`config.mk`:
```
export PLATFORM = sky130hd
export DESIGN_NAME = dphy_tx_hs_seq
export DESIGN_NICKNAME = d
export VERILOG_FILES = /design/src/rtl/dphy_tx_hs_seq.sv
export SDC_FILE = /design/constraint.sdc
export NUM_CORES = 1
export LEC_CHECK = 0
export ABC_CLOCK_PERIOD_IN_PS = 3340
export BUFFER_PORTS_ARGS = -buffer_cell sky130_fd_sc_hd__clkbuf_2
export CORE_ASPECT_RATIO = 0.9
export CORE_MARGIN = 8
export CORE_UTILIZATION = 30
export DETAILED_ROUTE_END_ITERATION = 12
export GPL_TIMING_DRIVEN = 1
export PLACE_DENSITY = 0.54
export SLEW_MARGIN = 0
export SYNTH_ARGS = -nofsm -noshare
export SYNTH_HDL_FRONTEND = slang
export SYNTH_SLANG_ARGS = --single-unit
```
`constraint.sdc`:
```
create_clock -name SLOWCLK -period 3.34 [get_ports SLOWCLK]
set_input_delay 1.002 -clock SLOWCLK [delete_from_list [all_inputs] [get_ports SLOWCLK]]
set_output_delay 1.002 -clock SLOWCLK [all_outputs]
set_load 0.03 [all_outputs]
```
`src/rtl/dphy_tx_hs_seq.sv`:
```
// D-PHY transmit HS burst sequencer: raises the clock-lane HS request,
// then the data-lane requests, streams 64-bit beats as four 16-bit lane
// words, and winds the lanes back down to LP with post and gap timing.
//
// state    | meaning
// ---------+-----------------------------------------------------------
// IDLE     | LP, waiting for a beat and all lanes in stop state
// CLK_PRE  | clock lane in HS, counting down before data-lane request
// LANE_REQ | data lanes requested, waiting for all lanes ready
// ACTIVE   | accepting beats, one lane word per lane per cycle
// TAIL     | last word on the lanes, requests still high
// CLK_POST | data lanes dropped, clock lane held in HS
// GAP      | all requests low, enforcing LP time before the next burst
module dphy_tx_hs_seq #(
  parameter int CLK_PRE_CYC  = 8,
  parameter int CLK_POST_CYC = 16,
  parameter int HS_GAP_CYC   = 4
) (
  input  logic        SLOWCLK,
  input  logic        RESET,
  input  logic        S_VALID,
  output logic        S_READY,
  input  logic [63:0] S_DATA,
  input  logic        S_LAST,
  output logic        TX_REQUEST_HS,
  input  logic        STOPSTATE_CLK,
  output logic        TX_REQUEST_HS_LAN0,
  output logic        TX_REQUEST_HS_LAN1,
  output logic        TX_REQUEST_HS_LAN2,
  output logic        TX_REQUEST_HS_LAN3,
  input  logic        TX_READY_HS_LAN0,
  input  logic        TX_READY_HS_LAN1,
  input  logic        TX_READY_HS_LAN2,
  input  logic        TX_READY_HS_LAN3,
  output logic [15:0] TX_DATA_HS_LAN0,
  output logic [15:0] TX_DATA_HS_LAN1,
  output logic [15:0] TX_DATA_HS_LAN2,
  output logic [15:0] TX_DATA_HS_LAN3,
  output logic        TX_WORD_VALID_HS_LAN0,
  output logic        TX_WORD_VALID_HS_LAN1,
  output logic        TX_WORD_VALID_HS_LAN2,
  output logic        TX_WORD_VALID_HS_LAN3,
  input  logic        STOPSTATE_LAN0,
  input  logic        STOPSTATE_LAN1,
  input  logic        STOPSTATE_LAN2,
  input  logic        STOPSTATE_LAN3,
  output logic        BUSY,
  output logic        UNDERRUN
);

  typedef enum logic [2:0] {
    IDLE, CLK_PRE, LANE_REQ, ACTIVE, TAIL, CLK_POST, GAP
  } state_t;

  state_t      state;
  logic [7:0]  cnt;
  logic        req_hs;
  logic        lane_req;
  logic        word_valid;
  logic        underrun_q;
  logic [15:0] d0, d1, d2, d3;
  logic        all_ready;
  logic        all_stop;

  assign all_ready = TX_READY_HS_LAN0 & TX_READY_HS_LAN1 & TX_READY_HS_LAN2 & TX_READY_HS_LAN3;
  assign all_stop  = STOPSTATE_CLK & STOPSTATE_LAN0 & STOPSTATE_LAN1 & STOPSTATE_LAN2 & STOPSTATE_LAN3;

  assign S_READY = (state == ACTIVE) & all_ready;
  assign BUSY    = (state != IDLE);

  assign TX_REQUEST_HS      = req_hs;
  assign TX_REQUEST_HS_LAN0 = lane_req;
  assign TX_REQUEST_HS_LAN1 = lane_req;
  assign TX_REQUEST_HS_LAN2 = lane_req;
  assign TX_REQUEST_HS_LAN3 = lane_req;

  assign TX_WORD_VALID_HS_LAN0 = word_valid;
  assign TX_WORD_VALID_HS_LAN1 = word_valid;
  assign TX_WORD_VALID_HS_LAN2 = word_valid;
  assign TX_WORD_VALID_HS_LAN3 = word_valid;

  assign TX_DATA_HS_LAN0 = d0;
  assign TX_DATA_HS_LAN1 = d1;
  assign TX_DATA_HS_LAN2 = d2;
  assign TX_DATA_HS_LAN3 = d3;

  assign UNDERRUN = underrun_q;

  // Sequencer FSM with the shared down-counter and all registered outputs.
  always_ff @(posedge SLOWCLK or posedge RESET) begin
    if (RESET) begin
      state      <= IDLE;
      cnt        <= '0;
      req_hs     <= 1'b0;
      lane_req   <= 1'b0;
      word_valid <= 1'b0;
      underrun_q <= 1'b0;
      d0         <= '0;
      d1         <= '0;
      d2         <= '0;
      d3         <= '0;
    end else begin
      word_valid <= 1'b0;
      underrun_q <= 1'b0;
      case (state)
        IDLE: begin
          if (S_VALID && all_stop) begin
            state  <= CLK_PRE;
            req_hs <= 1'b1;
            cnt    <= 8'(CLK_PRE_CYC - 1);
          end
        end
        CLK_PRE: begin
          if (cnt == 8'd0) begin
            state    <= LANE_REQ;
            lane_req <= 1'b1;
          end else begin
            cnt <= cnt - 8'd1;
          end
        end
        LANE_REQ: begin
          if (all_ready) state <= ACTIVE;
        end
        ACTIVE: begin
          // A ready slot with no beat is a hole in the HS stream.
          if (all_ready) begin
            if (S_VALID) begin
              word_valid <= 1'b1;
              d0         <= S_DATA[15:0];
              d1         <= S_DATA[31:16];
              d2         <= S_DATA[47:32];
              d3         <= S_DATA[63:48];
              if (S_LAST) state <= TAIL;
            end else begin
              underrun_q <= 1'b1;
            end
          end
        end
        TAIL: begin
          state    <= CLK_POST;
          lane_req <= 1'b0;
          cnt      <= 8'(CLK_POST_CYC - 1);
        end
        CLK_POST: begin
          if (cnt == 8'd0) begin
            state  <= GAP;
            req_hs <= 1'b0;
            cnt    <= 8'(HS_GAP_CYC);
          end else begin
            cnt <= cnt - 8'd1;
          end
        end
        GAP: begin
          // The LP gap only starts counting once every lane is really in stop.
          if (!all_stop)          cnt   <= 8'(HS_GAP_CYC);
          else if (cnt == 8'd0)   state <= IDLE;
          else                    cnt   <= cnt - 8'd1;
        end
        default: state <= IDLE;
      endcase
    end
  end

endmodule

```
==> qor.txt <==
Status = complete, no violations
Standard-cell rows = 37
Max-slew violation count = 0
Startpoint of the most critical register-to-register path = cnt[0]
Worst ir drop on vdd = 0.2978 mV
Total wirelength of the detailed-routed design = 8909 µm
Global placement routability congestion = 0.7672
Gr usage total = 0.1184
Die boundary width = 128.1 µm
Final Hold Fails = 0
Pin count of the biggest net entering global routing = 80
Worst setup path category = in2out
Max Cap Violations = 0
Average wire per cell in the routed design = 15.71 µm
Buffer type at the clock tree root = clkbuf_16
Data arrival time at the worst-slack endpoint = 1.81 ns
Smallest hold slack = 0.4998 ns
Min Tclk post-route = 2.815 ns
Antenna Cells = 0
Setup_tns = 0 ns
Internal power component = 0.001709 W
Hold wc startpoint = TX_DATA_HS_LAN0[12]
Count of buffers inserted at the top-level ports = 152
Final total power = 0.002212 W
Crit-path slowest cell = clkbuf_2
Clock transition at the register clock pins on the worst setup and hold paths after CTS = 0.06 ns
Post-CTS Setup Repair Bufs = 0
Largest stage delay on the critical path = 0.25 ns
Filler cell count in the final layout = 1116
Synthesized net count = 334
# nets final = 485
Most instantiated flip-flop cell in the synthesis netlist = dfrtp_1
Flip-flop and latch area = 1977 µm²
Net switching share of the total power = 0.2273
Number of synthesized flops with an enable pin = 0
Synthesis Warnings = 0
Maximum clock frequency = 355.2 MHz
Number of top-level pins = 153
Async set or reset register ratio after synthesis = 1.000
Fraction of power consumed by combinational cells = 0.076
Number of nets with antenna violations after routing = 0
Initial antenna violation count = 0
Sequential share of power = 0.452
Wire length of the first global-routing pass = 13920 µm
CP Max Fanout = 3
Mapped Cells = 255
Via total after detailed routing = 2526
CTS tree = built
Core Area = 11250 µm²
Area of the multi-input gates = 1261 µm²
Setup repair after global routing missed its margin = false
Ratio of cells with drive above 1 in the final layout = 0.6058
Initial standard-cell utilization of the core = 0.3016
Global route total overflow = 0
Share of the clock period used by the worst path = 0.8429
TritonCTS sink count = 79
# H-tree levels = 3
Hold-fix buffers, CTS = 0
Final setup vio count = 0
Type of the worst min-delay path = reg2reg
Mapped cell area = 3393 µm²
Area growth from synthesis to layout = 35.99%
Worst slew margin relative to its limit = 0.5948
Areal power density over the cells = 479.3 nW/µm²
Buffer levels on the longest clock path = 2
Sequential share of the synthesized area = 0.5826
HPWL after DPL = 6693 µm
First-iteration detailed-routing DRC count = 113
Vias per cell = 4.455
Worst Skew = 0.008040 ns
Switching pwr = 0.0005028 W
Critical path required time = 2.34 ns
Cell breakdown of the critical path = clkbuf_2, and4_1, nand2_1, nor2_1, clkbuf_2
Syn avg cell area = 13.31 µm²
Number of remaining DRC errors = 0
Die H = 116.9 µm
Cts bufs inserted = 9
Number of register bits inferred by synthesis = 79
Setup crit start kind = primary input
Synth cell types = 43
First drt pass iteration count = 4
Source of the critical timing path = TX_READY_HS_LAN3
Leakage Power = 2.570 nW
Transition time of the tightest slew-check pin = 0.6057 ns
Number of gates resized after CTS = 0
Share of total power in the clock network = 0.472
Overall die area = 14970 µm²
Number of global-route vias before repair = 2695
Worst setup EP type = output pin
Most frequent cell on the critical path = clkbuf_2
Source-to-sink clock delay at the later pin of the worst-skew pair = 0.33 ns
-- power groups by stage --
stage / clock (W) / sequential [W] / combinational (W)
after CTS: 0.00108 / 0.000999 / 0.000170
after detailed placement: 0 / 0.00102 / 0.000168
after global routing: 0.00112 / 0.00100 / 0.000194
final: 0.00104 / 0.000999 / 0.000168
after global placement: 0 / 0.00102 / 0.000165
after floorplan: 0 / 0.000999 / 0.000118
-- area by class of cell --
type                       count  area share
sequential                    79      0.4284
multi-input combinational    149      0.2733
timing repair buffer         158      0.1800
tap                          156     0.04230
inverter                       9    0.007863
clock buffer                  11     0.05043
clock inverter                 5     0.01762
-- placed cells by master (no fill, tap or decap), drive strengths merged, types with 3 or more instances in the layout --
cell type	netlist	layout
nor3	8	8
dfrtp	79	79
o21ai	11	11
nor2	9	9
buf	17	6
mux2	64	64
o22ai	3	3
o31ai	4	4
clkbuf	1	163
nand2	12	12
a21oi	8	8
inv	9	10
-- logic make-up (layout without fill, tap and decap cells) --
logic type,after synthesis,in the layout,share of synthesized area
AOI/OAI and AO/OA,37,37,0.07191
muxes,64,64,0.2124
adders and majority gates,2,2,0.007373
DFF,79,79,0.5826
buffers and inverters,27,183,0.04646
and+or+nand+nor,46,46,0.07928
-- final timing paths --
kind                                        to  cells past startpoint  slack (ns)
min                        TX_DATA_HS_LAN0[12]                      1        0.50
min reg2reg                TX_DATA_HS_LAN0[12]                      1        0.50
min in group asynchronous   TX_DATA_HS_LAN1[9]                      3        0.74
max reg2reg                             cnt[0]                     10        0.92
max                                    S_READY                      5        0.52
max in group asynchronous   TX_DATA_HS_LAN1[1]                      3        2.27
-- through the flow --
step / instances / utilization / instance area, µm² / setup WS, ns
final: 567 / 0.4102 / 4614 / 0.5247
after global routing: 567 / 0.4102 / 4614 / 0.4591
after global placement: 551 / 0.3823 / 4300 / 0.5651
after floorplan: 255 / - / 3393 / 0.3146
after detailed placement: 551 / 0.3823 / 4300 / 0.5316
after CTS: 567 / 0.4102 / 4614 / 0.5289
-- state kept, by name, indices dropped and copies added (netlist names) --
signal                 flops
TX_DATA_HS_LAN0           16
TX_DATA_HS_LAN2           16
TX_DATA_HS_LAN1           16
UNDERRUN                   1
TX_REQUEST_HS              1
TX_WORD_VALID_HS_LAN0      1
state                      3
TX_REQUEST_HS_LAN0         1
cnt                        8
TX_DATA_HS_LAN3           16
-- layer usage --
layer / GRT usage / vias to the layer above / routed length (µm)
li1: - / 1205 / -
met1: 0.1367 / 1209 / 3528
met2: 0.1933 / 99 / 4447
met3: 0.05389 / 13 / 774
met4: 0.03797 / 0 / 159
met5: 0 / - / 0
-- synthesized netlist by cell type, drive strengths merged (2+ instances only) --
library cell	number	area share
nor3	8	0.015
o31ai	4	0.0088
o22ai	3	0.0055
ha	2	0.0074
or4	2	0.0044
dfrtp	79	0.58
and2b	2	0.0052
o21ai	11	0.016
and4	2	0.0059
mux2	64	0.21
nand2	12	0.013
nor2	9	0.010
o41ai	2	0.0052
a21oi	8	0.013
or3	2	0.0052
buf	17	0.035
nand2b	2	0.0059
inv	9	0.011
and3	2	0.0041
-- worst max-delay path: cells and delay by family --
family	cells	cell delay [ns]
buffers and inverters	2	0.32
AND/OR/NAND/NOR	3	0.48
(Power assumes the default switching activity.)
